===== config.mk =====
export PLATFORM = sky130hd
export DESIGN_NAME = host_seq
export DESIGN_NICKNAME = d
export VERILOG_FILES = /design/src/rtl/host_seq.sv
export SDC_FILE = /design/constraint.sdc
export NUM_CORES = 1
export LEC_CHECK = 0
export ABC_CLOCK_PERIOD_IN_PS = 2400
export CORE_MARGIN = 1.5
export CORE_UTILIZATION = 40
export CTS_CLUSTER_DIAMETER = 150
export CTS_CLUSTER_SIZE = 30
export DETAILED_ROUTE_END_ITERATION = 8
export PLACE_DENSITY = 0.75
export SLEW_MARGIN = 20
export SYNTH_ARGS = -nofsm -noshare
export SYNTH_HDL_FRONTEND = slang
export SYNTH_SLANG_ARGS = --single-unit

===== constraint.sdc =====
create_clock -name clk -period 2.4 [get_ports clk]
set_input_delay 0.24 -clock clk [delete_from_list [all_inputs] [get_ports clk]]
set_output_delay 0.24 -clock clk [all_outputs]
set_load 0.02 [all_outputs]

===== src/rtl/host_seq.sv =====
// Host-side test sequencer: loads operands into a DUT's data memory, resets and starts it,
// waits for done (with timeout), reads the results back against expected bytes and reports.
module host_seq #(
   parameter int          N_LOAD    = 4,
   parameter logic [7:0]  LOAD_BASE = 8'd0,
   parameter int          N_READ    = 4,
   parameter logic [7:0]  RES_BASE  = 8'd0,
   parameter logic [11:0] TIMEOUT   = 12'd2000
) (
   input  logic        clk,
   input  logic        reset,
   input  logic        go,
   input  logic [7:0]  ld_data,
   input  logic [7:0]  exp_data,
   input  logic        dut_done,
   input  logic [7:0]  mem_rdata,
   output logic        dut_reset,
   output logic        dut_start,
   output logic        mem_we,
   output logic [7:0]  mem_addr,
   output logic [7:0]  mem_wdata,
   output logic        busy,
   output logic        pass,
   output logic        fail,
   output logic        tmo,
   output logic [11:0] cycles
);

   typedef enum logic [2:0] {
      IDLE, LOAD, DRST, START, RUN, READ, REPORT
   } state_t;

   localparam logic [6:0] LOAD_LAST = 7'(N_LOAD - 1);
   localparam logic [6:0] READ_LAST = 7'(N_READ - 1);

   state_t      state_q, state_d;
   logic [6:0]  idx_q, idx_d;
   logic [11:0] cycles_q, cycles_d;
   logic        err_q, err_d;
   logic        pass_q, pass_d;
   logic        fail_q, fail_d;
   logic        tmo_q, tmo_d;
   logic        mem_we_q, dut_reset_q, dut_start_q, busy_q;
   logic [7:0]  mem_addr_q, mem_addr_d;
   logic        errNow;

   always_comb begin
      state_d  = state_q;
      idx_d    = idx_q;
      cycles_d = cycles_q;
      err_d    = err_q;
      pass_d   = pass_q;
      fail_d   = fail_q;
      tmo_d    = tmo_q;
      errNow   = err_q | (mem_rdata != exp_data);

      case (state_q)
         IDLE: begin
            if (go) begin
               state_d  = LOAD;
               idx_d    = 7'd0;
               cycles_d = 12'd0;
               err_d    = 1'b0;
               pass_d   = 1'b0;
               fail_d   = 1'b0;
               tmo_d    = 1'b0;
            end
         end
         LOAD: begin
            if (idx_q == LOAD_LAST) begin
               state_d = DRST;
               idx_d   = 7'd0;
            end else begin
               idx_d = idx_q + 7'd1;
            end
         end
         DRST: begin
            state_d = START;
            idx_d   = 7'd0;
         end
         // idx doubles as the two-cycle start-pulse counter
         START: begin
            if (idx_q == 7'd1) begin
               state_d = RUN;
               idx_d   = 7'd0;
            end else begin
               idx_d = idx_q + 7'd1;
            end
         end
         // done is checked before the timeout so a coincident done still reads back
         RUN: begin
            cycles_d = (cycles_q == 12'hFFF) ? cycles_q : cycles_q + 12'd1;
            if (dut_done) begin
               state_d = READ;
               idx_d   = 7'd0;
            end else if (cycles_d == TIMEOUT) begin
               state_d = REPORT;
               tmo_d   = 1'b1;
            end
         end
         READ: begin
            err_d = errNow;
            if (idx_q == READ_LAST) begin
               state_d = REPORT;
               idx_d   = 7'd0;
               pass_d  = ~errNow;
               fail_d  = errNow;
            end else begin
               idx_d = idx_q + 7'd1;
            end
         end
         REPORT: begin
            state_d = IDLE;
         end
         default: begin
            state_d = IDLE;
         end
      endcase
   end

   always_comb begin
      mem_addr_d = 8'd0;
      if (state_d == LOAD) begin
         mem_addr_d = LOAD_BASE + {1'b0, idx_d};
      end else if (state_d == READ) begin
         mem_addr_d = RES_BASE + {1'b0, idx_d};
      end
   end

   // Strobes and address are registered from the next state so they line up with the state they belong to
   always_ff @(posedge clk) begin
      if (reset) begin
         state_q     <= IDLE;
         idx_q       <= 7'd0;
         cycles_q    <= 12'd0;
         err_q       <= 1'b0;
         pass_q      <= 1'b0;
         fail_q      <= 1'b0;
         tmo_q       <= 1'b0;
         mem_we_q    <= 1'b0;
         mem_addr_q  <= 8'd0;
         dut_reset_q <= 1'b0;
         dut_start_q <= 1'b0;
         busy_q      <= 1'b0;
      end else begin
         state_q     <= state_d;
         idx_q       <= idx_d;
         cycles_q    <= cycles_d;
         err_q       <= err_d;
         pass_q      <= pass_d;
         fail_q      <= fail_d;
         tmo_q       <= tmo_d;
         mem_we_q    <= (state_d == LOAD);
         mem_addr_q  <= mem_addr_d;
         dut_reset_q <= (state_d == DRST);
         dut_start_q <= (state_d == START);
         busy_q      <= (state_d != IDLE);
      end
   end

   // Operand byte tracks mem_addr through the host's lookup, so it is gated rather than re-registered
   assign mem_wdata = mem_we_q ? ld_data : 8'd0;
   assign dut_reset = reset | dut_reset_q;
   assign dut_start = dut_start_q;
   assign mem_we    = mem_we_q;
   assign mem_addr  = mem_addr_q;
   assign busy      = busy_q;
   assign pass      = pass_q;
   assign fail      = fail_q;
   assign tmo       = tmo_q;
   assign cycles    = cycles_q;

endmodule


# == Yosys cells after proc, flatten, opt, wreduce, memory -nomap -nowiden ==
# Index checks and enable logic that the tools add are counted.
# classes
add_sub_neg,2
eq_ne,18
muxes,27
n_bitwise,3
reduce_logical,10
# ops
op,count
two-way mux 7 bit,6
one-hot mux 7 bit (5 select lines),1
two-way mux 12 bit,2
one-hot mux 12 bit (2 select lines),1
two-way mux 3 bit,6
one-hot mux 3 bit (6 select lines),1
"adder 12 x 1 -> 12 bit, second input constant",1
"equality test 12 x 11 -> 1 bit, second input constant",1
"equality test 12 bit, second input constant",1
"equality test 3 x 2 -> 1 bit, second input constant",4
"equality test 3 bit, second input constant",3
two-way mux 8 bit,1
"inequality test 2 bit, second input constant",4
inequality test 8 bit,1
one-hot mux 1 bit (2 select lines),4
"adder 7 x 1 -> 7 bit, second input constant",1
"equality test 7 x 1 -> 1 bit, second input constant",1
"equality test 7 x 2 -> 1 bit, second input constant",1
"equality test 3 x 1 -> 1 bit, second input constant",2
two-way mux 1 bit,5
AND reduction 2 bit,2
AND reduction 4 bit,1
nonzero test 2 bit,2
OR reduction 2 bit,2
5 further kinds,6
# word_totals
ff_bits,38
input_bits,28
out_inout_bits,35
wordCells,73

# == Logic depth before layout (Yosys ltp) ==
# Gate-level depths: netlist of run 1.
# depth
word_depth,9
depth_mapped,8
depth_no_buf,7

# == Least setup slack after synthesis of run 1 ==
# Ideal clock, no wire load.
# synth_path
path_kind,register -> register
start,"reg cycles_q[0], in the netlist cycles[0]"
end,"reg tmo_q, in the netlist tmo"
setup_time_ps,79
t_arrival_ps,1962
required_time_ps,2321
path_slack_ps,358
stages_incl_launch_ff,8
path_buffers,0
period_less_slack_ps,2042
cell_sequence,dfxtp_1 -> ha_1 -> nand3_1 -> nor4_2 -> nand2_1 -> mux2_2 -> nand4_2 -> a211oi_2
# synth_via
elab_chain_len,5
elab_cells_between_ends,6
classes_between,add/sub (1); eq/ne (3); mux (1); reduce/logical (1)
# synth_rtl
item,line_no,source
from (decl),38,"logic [11:0] cycles_q, cycles_d;"
from (signal assigned),148,cycles_q <= cycles_d;
adder 12 x 1 -> 12 bit / equality test 12 bit (equally long branches),92,cycles_d = (cycles_q == 12'hFFF) ? cycles_q : cycles_q + 12'd1;
two-way mux 12 bit *,92,
equality test 12 x 11 -> 1 bit *,96,end else if (cycles_d == TIMEOUT) begin
inequality test 2 bit (no source line) *,-,
AND reduction 4 bit (no source line) *,-,
to (signal assigned),152,tmo_q <= tmo_d;
to (decl),42,"logic tmo_q, tmo_d;"
# Mark *: on every way between the ends. The rest lies on a longest branch, timed or not.
# A chain may end at the register's enable or synchronous reset.

# == Worst setup path in the final report of run 1 ==
# Same ends and word-level chain as after synthesis.

==> key figures, run 1 <==
Synthesis
  • Yosys top cell area share: 36.6%
  • Syn Nets: 277
  • Area contributors post-synth: dfxtp_1 37%, nor2_1 4.8%, a21oi_1 4.4%, xor2_1 3.9%, nand2_1 3.7%
  • Asr flop ratio synth: 0%
  • Synthesized instance count: 246
  • Ys flop type: dfxtp_1
  • Synth Area per Inst: 8.23 um^2
  • Number of synthesized flops with an enable pin: 0
  • Synth Register Bits: 37
  • Register area share after synthesis: 36.6%
  • Most common cell in the netlist: dfxtp_1
  • Synth unique cells: 52
  • Synth warn: 0
  • Synth top cells by count: 37 x dfxtp_1, 26 x nor2_1, 20 x nand2_1
  • Synthesized area: 2020 um^2
  • Synth area leader: dfxtp_1

Global route
  • Global-route wire length before repair: 7850 um
  • Largest net degree at the start of global routing: 34
  • Number of global-route vias before repair: 1,739
  • Tot GR Track Use: 18.5%
  • Initial antenna violation count: 0
  • Total grt overflow: 0

STA
  • Max Clock Freq: 467 MHz
  • Final period utilization: 89.2%
  • Endpoints failing hold: 0
  • Slew at the pin closest to its max-slew limit: 549 ps
  • RSZ-0062 raised after global routing: no
  • Final setup viols: 0
  • Setup TNS: 0 ps
  • Slew HR: 63.4%
  • Final Max Slew Viols: 0
  • Tmin final: 2140 ps
  • Fin Clk Skew: 2.85 ps

Worst setup path
  • Worst Path Arrival: 2350 ps
  • Worst path depth: 7
  • Critical Path Sink: tmo
  • Required time worst endpoint: 2610 ps
  • Critical path fanouts, max: 6
  • Worst setup SP type: flop
  • Worst Setup SP: cycles[0]
  • R2R Path End: tmo
  • CP top delay family: simple AND/OR/NAND/NOR gates
  • CP Cell Sequence: ha_1 > nand3_1 > nor4_2 > nand2_1 > mux2_2 > nand4_2 > a211oi_2
  • Crit path capture type: flop
  • Slowest stage delay, CP: 420 ps
  • WP buf/inv: 0
  • Worst path slowest cell: dfxtp_1
  • FF-to-FF path depth: 7
  • Worst r2r src: cycles[0]
  • Critical path class: flop to flop
  • Worst R2R Setup Slack: 260 ps

Placed design
  • GPL Wtd Cong: 0.913
  • PortBufs: 61
  • Area of placed instances: 2680 um^2
  • Detailed placer's ending HPWL: 3670 um

Cells and area
  • Layout cell share with drive strength beyond 1: 8.12%
  • Area growth syn-to-layout: 36.7%
  • Core Util, Final: 57.8%
  • ANT cells: 0
  • Post-Layout Inst Area: 2770 um^2
  • Fillers: 441
  • Fin nets: 338

Power
  • Power, Total: 1.23 mW
  • Maximum vdd drop: 0.000330 V
  • Pleak: 1.03 nW
  • Pwr/cell area: 444 nW/um^2

Detailed routing
  • 1st-iter DRT viols: 141
  • WL/cell: 13.0 um
  • First-pass DRT Iterations: 5
  • Routed WL: 4870 um
  • Via density: 5.28
  • DR DRC count: 0
  • Post-route ant nets: 0
  • Vias: 1,980

Run status
  • Outcome: complete, no violations

Clocking
  • # H-tree levels: 2
  • CTS tree: done
  • Hold Buf Count CTS: 0
  • Clk slew on worst S/H paths: 70 ps
  • Clock Latency Late Sink: 290 ps
  • Post-CTS sizing: 0
  • Maximum clock path buffer count: 2
  • CTS Sinks: 37
  • Inserted Clock Buffers: 5
  • Total setup buffers inserted after CTS: 0
  • Clk root buf: clkbuf_8

Floorplanning
  • Initial core utilization: 42.3%
  • Die X-Extent: 74.1 um
  • Num ports: 63
  • Row cnt: 25
  • Core box area: 4790 um^2
  • Die Y: 74.1 um
  • Die area: 5500 um^2

Hold path
  • Hold Path Class: flop to flop

Run
  • Max Cap Viol: 0
-- final cells by class --
cell class                      count  area [um^2]  area share, %
Sequential cell                    37          741           26.8
Multi-Input combinational cell    192         1190           43.1
Tap cell                           67         83.8           3.03
Clock buffer                        5         68.8           2.49
Clock inverter                      3         17.5          0.633
Inverter                            6         22.5          0.814
Timing Repair Buffer               65          641           23.1
-- cells in the final DEF (no fill, tap or decap), types with 3 or more instances in the layout --
master and n:
clkdlybuf4s50_1 61, dfxtp_1 37, nor2_1 26, nand2_1 20
a21oi_1 18, nor3_1 14, nor2b_1 11, o21ai_0 10
and2_1 9, nand3_1 9, xor2_1 9, and3_1 7
inv_1 6, clkbuf_8 5, a21o_1 4, buf_4 4
a31oi_1 3, mux2i_1 3, nor3b_1 3, o21bai_1 3
nor4_1 3, ha_1 3
-- per-stage QoR --
step	instances	hold slack [ps]	setup slack [ps]
3_3_place_gp	367	449	368
6_report	375	465	259
2_1_floorplan	246	330	358
3_5_place_dp	367	457	294
5_1_grt	375	486	77.4
4_1_cts	375	470	266
-- per-layer routing --
metal	share of wire, %	track usage, %	up-vias
li1	-	-	988
met1	43	23.4	898
met2	48	29.7	87
met3	7.0	5.15	7
met4	1.3	7.41	0
met5	0	0	-
-- worst min-delay path, cell delays in order, from the launching register on --
cell	delay, ps
dfxtp_1	320
nand2_1	50
a21oi_1	50
-- worst min-delay path by stage --
stage          startpoint        end  slack [ps]  cells past startpoint
6_report             pass       pass         460                      2
3_5_place_dp         pass       pass         460                      2
4_1_cts              pass       pass         470                      2
3_3_place_gp         pass       pass         450                      2
2_1_floorplan       reset  cycles[8]         330                      1
5_1_grt              pass       pass         490                      2
-- power by group --
| group | internal, mW | switching [mW] |
|---|---|---|
| Combinational | 0.0931 | 0.0807 |
| Sequential | 0.621 | 0.0118 |
| Clock | 0.200 | 0.223 |
-- state kept, by name, summed over array words and instances, names as in the netlist --
register	cells
pass	1
state_q	3
idx_q	7
err_q	1
cycles	12
dut_start	1
mem_we	1
mem_addr	7
fail	1
tmo	1
dut_reset_q	1
busy	1
-- kinds of logic (layout without fill, tap and decap cells) --
logic type	count (synthesis)	after routing	share of synthesized area, %
muxes	4	4	2.04
buffers and inverters	17	79	4.45
other	1	1	0.185
AOI/OAI and AO/OA	56	56	18.5
adders and majority gates	3	3	1.85
and+or+nand+nor	118	118	32.1
DFF	37	37	36.6
xor gates and xnor gates	10	10	4.33
(Power assumes the default switching activity.)
==> run 2: changes to the inputs <==
--- a/config.mk
+++ b/config.mk
@@ -7,11 +7,12 @@
 export LEC_CHECK = 0
 export ABC_CLOCK_PERIOD_IN_PS = 2400
 export CORE_MARGIN = 1.5
-export CORE_UTILIZATION = 40
+export CORE_UTILIZATION = 46
 export CTS_CLUSTER_DIAMETER = 150
 export CTS_CLUSTER_SIZE = 30
 export DETAILED_ROUTE_END_ITERATION = 8
-export PLACE_DENSITY = 0.75
+export PLACE_DENSITY = 0.84
+export RECOVER_POWER = 50
 export SLEW_MARGIN = 20
 export SYNTH_ARGS = -nofsm -noshare
 export SYNTH_HDL_FRONTEND = slang
==> run 2 against run 1 <==
Compared with the run above: core utilization is 9.4 points higher; via count is 1.8% higher; clock-buffer cell count stayed put; clock skew is 3.6 ps higher; setup slack worse by 43 ps; final area stayed put.
==> key figures, run 2 (synthesis results as in run 1) <==
Run status
  • Outcome: complete, no violations

Cells and area
  • Fillers: 353 (-20%)
  • Multi-input gate area: 1190 um^2 (unchanged)
  • Area growth syn-to-layout: 36.7% (unchanged)
  • ANT cells: 0 (unchanged)
  • Most common cell after layout, fill and taps aside: dfxtp_1
  • Reg area: 741 um^2 (unchanged)
  • Max reg flops: 12 (unchanged)
  • Fin nets: 337 (-0.30%)
  • Layout cell share with drive strength beyond 1: 7.82% (-0.30 points)
  • Most frequent cells in the layout: 37 x dfxtp_1, 33 x clkdlybuf4s50_1, 28 x dlygate4sd3_1

Clocking
  • Post-CTS sizing: 0 (unchanged)
  • CTS tree: done
  • Inserted Clock Buffers: 5 (unchanged)
  • Clk root buf: clkbuf_8
  • Maximum clock path buffer count: 2 (unchanged)
  • CTS Sinks: 37 (unchanged)
  • Clk slew on worst S/H paths: 80 ps (about the same)
  • # H-tree levels: 2 (unchanged)
  • Total setup buffers inserted after CTS: 0 (unchanged)
  • Clock Latency Late Sink: 290 ps (about the same)
  • Hold Buf Count CTS: 0 (unchanged)

Detailed routing
  • DR DRC count: 0 (unchanged)
  • Routed WL: 4910 um (+0.68%)
  • WL/cell: 13.7 um (+5.8%)
  • Post-route ant nets: 0 (unchanged)
  • Vias: 2,015 (+1.8%)
  • 1st-iter DRT viols: 154 (+9.2%)
  • Via density: 5.64 (+6.9%)
  • First-pass DRT Iterations: 5 (unchanged)

STA
  • Max Clock Freq: 458 MHz (-2.0%)
  • Slew HR: 62.4% (-1.0 points)
  • Setup TNS: 0 ps (unchanged)
  • Slew at the pin closest to its max-slew limit: 564 ps (+15.0 ps)
  • Fin Clk Skew: 6.43 ps (+3.58 ps)
  • Final setup viols: 0 (unchanged)
  • RSZ-0062 raised after global routing: no
  • Final period utilization: 91.0% (+1.8 points)
  • Final Max Slew Viols: 0 (unchanged)
  • Tmin final: 2180 ps (+42.7 ps)
  • Endpoints failing hold: 0 (unchanged)

Worst setup path
  • WP buf/inv: 0 (unchanged)
  • Worst Path Arrival: 2400 ps (+50 ps)
  • Worst path slowest cell: dfxtp_1
  • Critical path fanouts, max: 6 (unchanged)
  • Critical path class: flop to flop
  • Slowest stage delay, CP: 440 ps (+20 ps)
  • CP Cell Sequence: ha_1 > nand3_1 > nor4_2 > nand2_1 > mux2_2 > nand4_2 > a211oi_2
  • Crit path capture type: flop
  • Worst setup SP type: flop
  • Required time worst endpoint: 2620 ps (about the same)
  • CP top delay family: simple AND/OR/NAND/NOR gates

Placed design
  • GPL Wtd Cong: 0.929 (+1.7%)
  • PortBufs: 61 (unchanged)
  • Detailed placer's ending HPWL: 3670 um (about the same)

Global route
  • Global-route wire length before repair: 8290 um (+5.6%)
  • Number of global-route vias before repair: 1,846 (+6.2%)
  • Tot GR Track Use: 20.9% (+2.5 points)
  • Total grt overflow: 0 (unchanged)
  • Initial antenna violation count: 0 (unchanged)
  • Largest net degree at the start of global routing: 34 (unchanged)

Power
  • Power, Total: 1.35 mW (+9.7%)
  • Pwr/cell area: 487 nW/um^2 (+9.7%)
  • Pleak: 1.13 nW (+9.3%)
  • Maximum vdd drop: 0.000234 V (-29%)

Floorplanning
  • Die Y: 69.3 um (-6.5%)
  • Row cnt: 23 (-8.0%)
  • Die X-Extent: 69.3 um (-6.5%)
  • Initial core utilization: 49.2% (+6.9 points)
  • Die area: 4810 um^2 (-13%)
  • Num ports: 63 (unchanged)
  • Core box area: 4120 um^2 (-14%)

Run
  • Max Cap Viol: 0 (unchanged)

Hold path
  • Hold Path Class: flop to flop
==> run 2: cell count changes in the layout (fill, tap and decap cells not counted) <==
cell,before,now
clkinv_2,2,0
bufinv_16,0,1
buf_4,4,3
clkdlybuf4s50_1,61,33
dlygate4sd3_1,0,28
clkinv_4,0,1
==> run 2: final cells by class <==
cell class                 instances  share of cell area (%)
multi-input combinational        192                    43.1
sequential                        37                    26.8
timing repair buffer              64                    22.9
clock buffer                       5                    2.49
tap                               50                    2.26
clock inverter                     3                    1.67
inverter                           6                   0.814
==> run 2: worst min-delay path, cell delays in order (launching register included) <==
cell and delay, ps:
dfxtp_1 310, nand2_1 50, a21oi_1 50
==> run 2: metrics by stage <==
step	utilization (%)	setup WS, ps	cell area [um^2]	hold WS (ps)	instances
CTS	67.3	226	2770	462	357
floorplan	-	358	2020	330	246
global route	67.3	20.4	2770	488	357
global placement	64.5	338	2650	439	349
finish	67.3	217	2770	459	357
detailed placement	64.5	248	2650	453	349
==> run 2: worst paths after layout <==
kind,from,end,slack (ps),cells past startpoint
setup / recovery,cycles[0],tmo,220,7
setup reg to reg,cycles[0],tmo,220,7
hold reg to reg,pass,pass,460,2
hold / removal,pass,pass,460,2
==> run 2: per-layer routing <==
metal | wire length (um) | up-vias | part of all wire, % | global-route usage, %
met5 | 0 | - | 0 | 0
met1 | 2130 | 934 | 43 | 27.4
met2 | 2350 | 90 | 48 | 33.2
met4 | 63 | 0 | 1.3 | 6.97
li1 | - | 983 | - | -
met3 | 365 | 8 | 7.4 | 5.81
==> run 2: where the power goes <==
part | total [mW] | internal (mW) | switching, mW
Sequential | 0.633 | 0.621 | 0.0120
Clock | 0.547 | 0.311 | 0.236
Combinational | 0.169 | 0.0889 | 0.0802
Total | 1.35 | 1.02 | 0.329
==> run 3: changes to the inputs <==
--- a/config.mk
+++ b/config.mk
@@ -5,9 +5,10 @@
 export SDC_FILE = /design/constraint.sdc
 export NUM_CORES = 1
 export LEC_CHECK = 0
+export ABC_AREA = 1
 export ABC_CLOCK_PERIOD_IN_PS = 2400
 export CORE_MARGIN = 1.5
-export CORE_UTILIZATION = 46
+export CORE_UTILIZATION = 47
 export CTS_CLUSTER_DIAMETER = 150
 export CTS_CLUSTER_SIZE = 30
 export DETAILED_ROUTE_END_ITERATION = 8
==> run 3 against run 2 <==
Compared with the run above: sequential power is essentially flat; critical path depth grew 8; cell count up 27%; global-route usage grew 1.4 points; via count up 16%; synthesized area grew 6.3%; power down 6.8%; clock skew up 2.5 ps; wire length grew 8.6%; non-clock buffer count is the same; clock-buffer cell count grew 1; final area increased by 4.4%.
==> key figures, run 3 <==
Worst setup path
  • Worst r2r src: cycles[0]
  • Required time worst endpoint: 2630 ps (about the same)
  • Worst Path Arrival: 2300 ps (-100 ps)
  • Crit path capture type: flop
  • R2R Path End: dut_reset_q
  • Critical path class: flop to flop
  • Worst setup SP type: flop
  • Critical path fanouts, max: 14 (+8)
  • Worst R2R Setup Slack: 330 ps (+110 ps)
  • FF-to-FF path depth: 15 (+8)

Detailed routing
  • DR DRC count: 0 (unchanged)
  • Post-route ant nets: 0 (unchanged)
  • First-pass DRT Iterations: 4 (-1)
  • Vias: 2,334 (+16%)
  • Routed WL: 5330 um (+8.6%)
  • 1st-iter DRT viols: 189 (+23%)
  • Via density: 5.16 (-8.5%)
  • WL/cell: 11.8 um (-14%)

STA
  • RSZ-0062 raised after global routing: no
  • Setup TNS: 0 ps (unchanged)
  • Endpoints failing hold: 0 (unchanged)
  • Fin Clk Skew: 8.91 ps (+2.48 ps)
  • Max Clock Freq: 483 MHz (+5.6%)
  • Final Max Slew Viols: 0 (unchanged)
  • Final period utilization: 86.2% (-4.8 points)
  • Final setup viols: 0 (unchanged)
  • Tmin final: 2070 ps (-115 ps)

Placed design
  • PortBufs: 61 (unchanged)
  • GPL Wtd Cong: 0.949 (+2.1%)
  • Detailed placer's ending HPWL: 3990 um (+8.8%)

Synthesis
  • Synth Register Bits: 37 (unchanged)
  • Most common cell in the netlist: nand2_1
  • Synth top cells by count: 96 x nand2_1, 46 x inv_1, 37 x dfxtp_1
  • Number of synthesized flops with an enable pin: 0 (unchanged)
  • Syn Nets: 368 (+33%)
  • Synth Area per Inst: 6.39 um^2 (-22%)
  • Synth unique cells: 35 (-33%)
  • Yosys top cell area share: 34.4% (-2.2 points)
  • Synth warn: 0 (unchanged)
  • Ys flop type: dfxtp_1
  • Synth area leader: dfxtp_1
  • Area contributors post-synth: dfxtp_1 34%, nand2_1 17%, inv_1 8.0%, a21oi_1 6.3%, nor2_1 5.9%
  • Synthesized instance count: 337 (+37%)
  • Register area share after synthesis: 34.4% (-2.2 points)
  • Synthesized area: 2150 um^2 (+6.3%)
  • Asr flop ratio synth: 0% (unchanged)

Floorplanning
  • Core box area: 4380 um^2 (+6.5%)
  • Num ports: 63 (unchanged)
  • Row cnt: 24 (+4.3%)
  • Die area: 4990 um^2 (+3.9%)
  • Die X-Extent: 70.7 um (+1.9%)
  • Initial core utilization: 49.1% (-0.11 points)
  • Die Y: 70.7 um (+1.9%)

Global route
  • Global-route wire length before repair: 9150 um (+10%)
  • Met3 Track Usage GR: 7.12% (+1.3 points)
  • Met2 Use GR: 39.9% (+6.7 points)
  • Total grt overflow: 0 (unchanged)
  • Initial antenna violation count: 0 (unchanged)
  • Tot GR Track Use: 22.3% (+1.4 points)
  • Top Usage Layer GRT: met2
  • Met1 GRT Util: 24.8% (-2.6 points)
  • Number of global-route vias before repair: 2,236 (+21%)
  • Largest net degree at the start of global routing: 33 (-2.9%)

Cells and area
  • Most frequent cells in the layout: 96 x nand2_1, 46 x inv_1, 39 x clkdlybuf4s50_1
  • Core Util, Final: 65.9% (-1.4 points)
  • Layout cell share with drive strength beyond 1: 7.25% (-0.57 points)
  • Area growth syn-to-layout: 34.2%
  • ANT cells: 0 (unchanged)
  • Most common cell after layout, fill and taps aside: nand2_1
  • Fin nets: 430 (+28%)
  • Max reg flops: 12 (unchanged)

Clocking
  • Maximum clock path buffer count: 2 (unchanged)
  • # H-tree levels: 2 (unchanged)
  • Hold Buf Count CTS: 0 (unchanged)
  • Clock Latency Late Sink: 300 ps (about the same)
  • Post-CTS sizing: 0 (unchanged)
  • Total setup buffers inserted after CTS: 0 (unchanged)
  • Clk root buf: clkbuf_8
  • Inserted Clock Buffers: 5 (unchanged)
  • CTS Sinks: 37 (unchanged)
  • Clk slew on worst S/H paths: 70 ps (about the same)
  • CTS tree: done

Run status
  • Outcome: complete, no violations

Power
  • Maximum vdd drop: 0.000385 V (+64%)
  • Pwr/cell area: 435 nW/um^2 (-11%)
  • Pleak: 1.32 nW (+17%)

Hold path
  • HP Start: tmo
  • Hold Path Class: flop to flop
  • Worst Hold Path Cells: 2 (unchanged)
  • Hold Crit Endpoint: tmo

Run
  • Max Cap Viol: 0 (unchanged)
run 3: cell count changes in the layout (fill, tap and decap cells not counted), sizes merged, moves of 5 or more:
cell | previous run | this run
nor2 | 26 | 40
nand2 | 20 | 99
inv | 6 | 51
nor3 | 14 | 3
nand3 | 9 | 24
dlygate4sd3 | 28 | 22
nor2b | 11 | 0
a21oi | 18 | 27
nand4 | 2 | 7
clkdlybuf4s50 | 33 | 39
and3 | 7 | 0
and2 | 9 | 2
run 3: cells by family (layout without fill, tap and decap cells):
family / after synthesis / in the layout / synth area share [%]
AO/OA/AOI/OAI: 47 / 47 / 11.6
XOR/XNOR: 6 / 6 / 2.44
adder cells (fa/ha/maj): 3 / 3 / 1.74
buffers and inverters: 60 / 123 / 11.0
flip-flops: 37 / 37 / 34.4
other: 1 / 1 / 0.174
AND/OR/NAND/NOR: 183 / 183 / 38.6
run 3: layout make-up:
class	count	area [um^2]
Clock buffer	6	72.6
Clock inverter	2	15.0
Fill cell	403	1500
Inverter	51	191
Multi-Input combinational cell	240	1170
Sequential cell	37	741
Tap cell	52	65.1
Timing Repair Buffer	64	629
run 3: metal layers:
layer	vias to the layer above	share of wire (%)
met2	71	51
met3	17	5.4
met5	-	0
met4	0	2.3
met1	1059	42
li1	1187	-
run 3: how the worst max path moves through the flow:
stage                        endpoint  cells past startpoint  slack [ps]      start
after floorplan            state_q[1]                     15         510  cycles[0]
after global placement    dut_reset_q                     15         490  cycles[0]
after detailed placement  dut_reset_q                     15         390  cycles[0]
after CTS                 dut_reset_q                     15         330  cycles[0]
after global routing      dut_reset_q                     15         140  cycles[0]
final                     dut_reset_q                     15         330  cycles[0]
run 3: critical path, cell delays in order, from the launching register on:
cell and delay (ps):
dfxtp_1 460, ha_1 270, nand2_2 110, nor2_8 160, nand3_4 190, nand2_2 140
inv_2 30, nor2_1 100, nand2_1 60, nor2_1 80, nand2_1 60, nand2_1 60
nand2_1 60, nand2_1 80, nand2_1 70, nor2_2 70
run 3: report_power, final:
part / switching (mW) / internal (mW) / total (mW)
Combinational: 0.0962 / 0.0904 / 0.187
Sequential: 0.00999 / 0.625 / 0.635
Clock: 0.231 / 0.205 / 0.436
Total: 0.337 / 0.920 / 1.26
run 3: per-stage QoR:
step	setup WS, ps	std cells	hold WS [ps]	instance area (um^2)	power, mW
CTS	333	452	448	2890	1.27
finish	332	452	441	2890	1.26
detailed placement	391	444	441	2810	0.839
global route	138	452	483	2890	1.32
floorplan	512	337	445	2150	0.741
global placement	488	444	437	2810	0.836
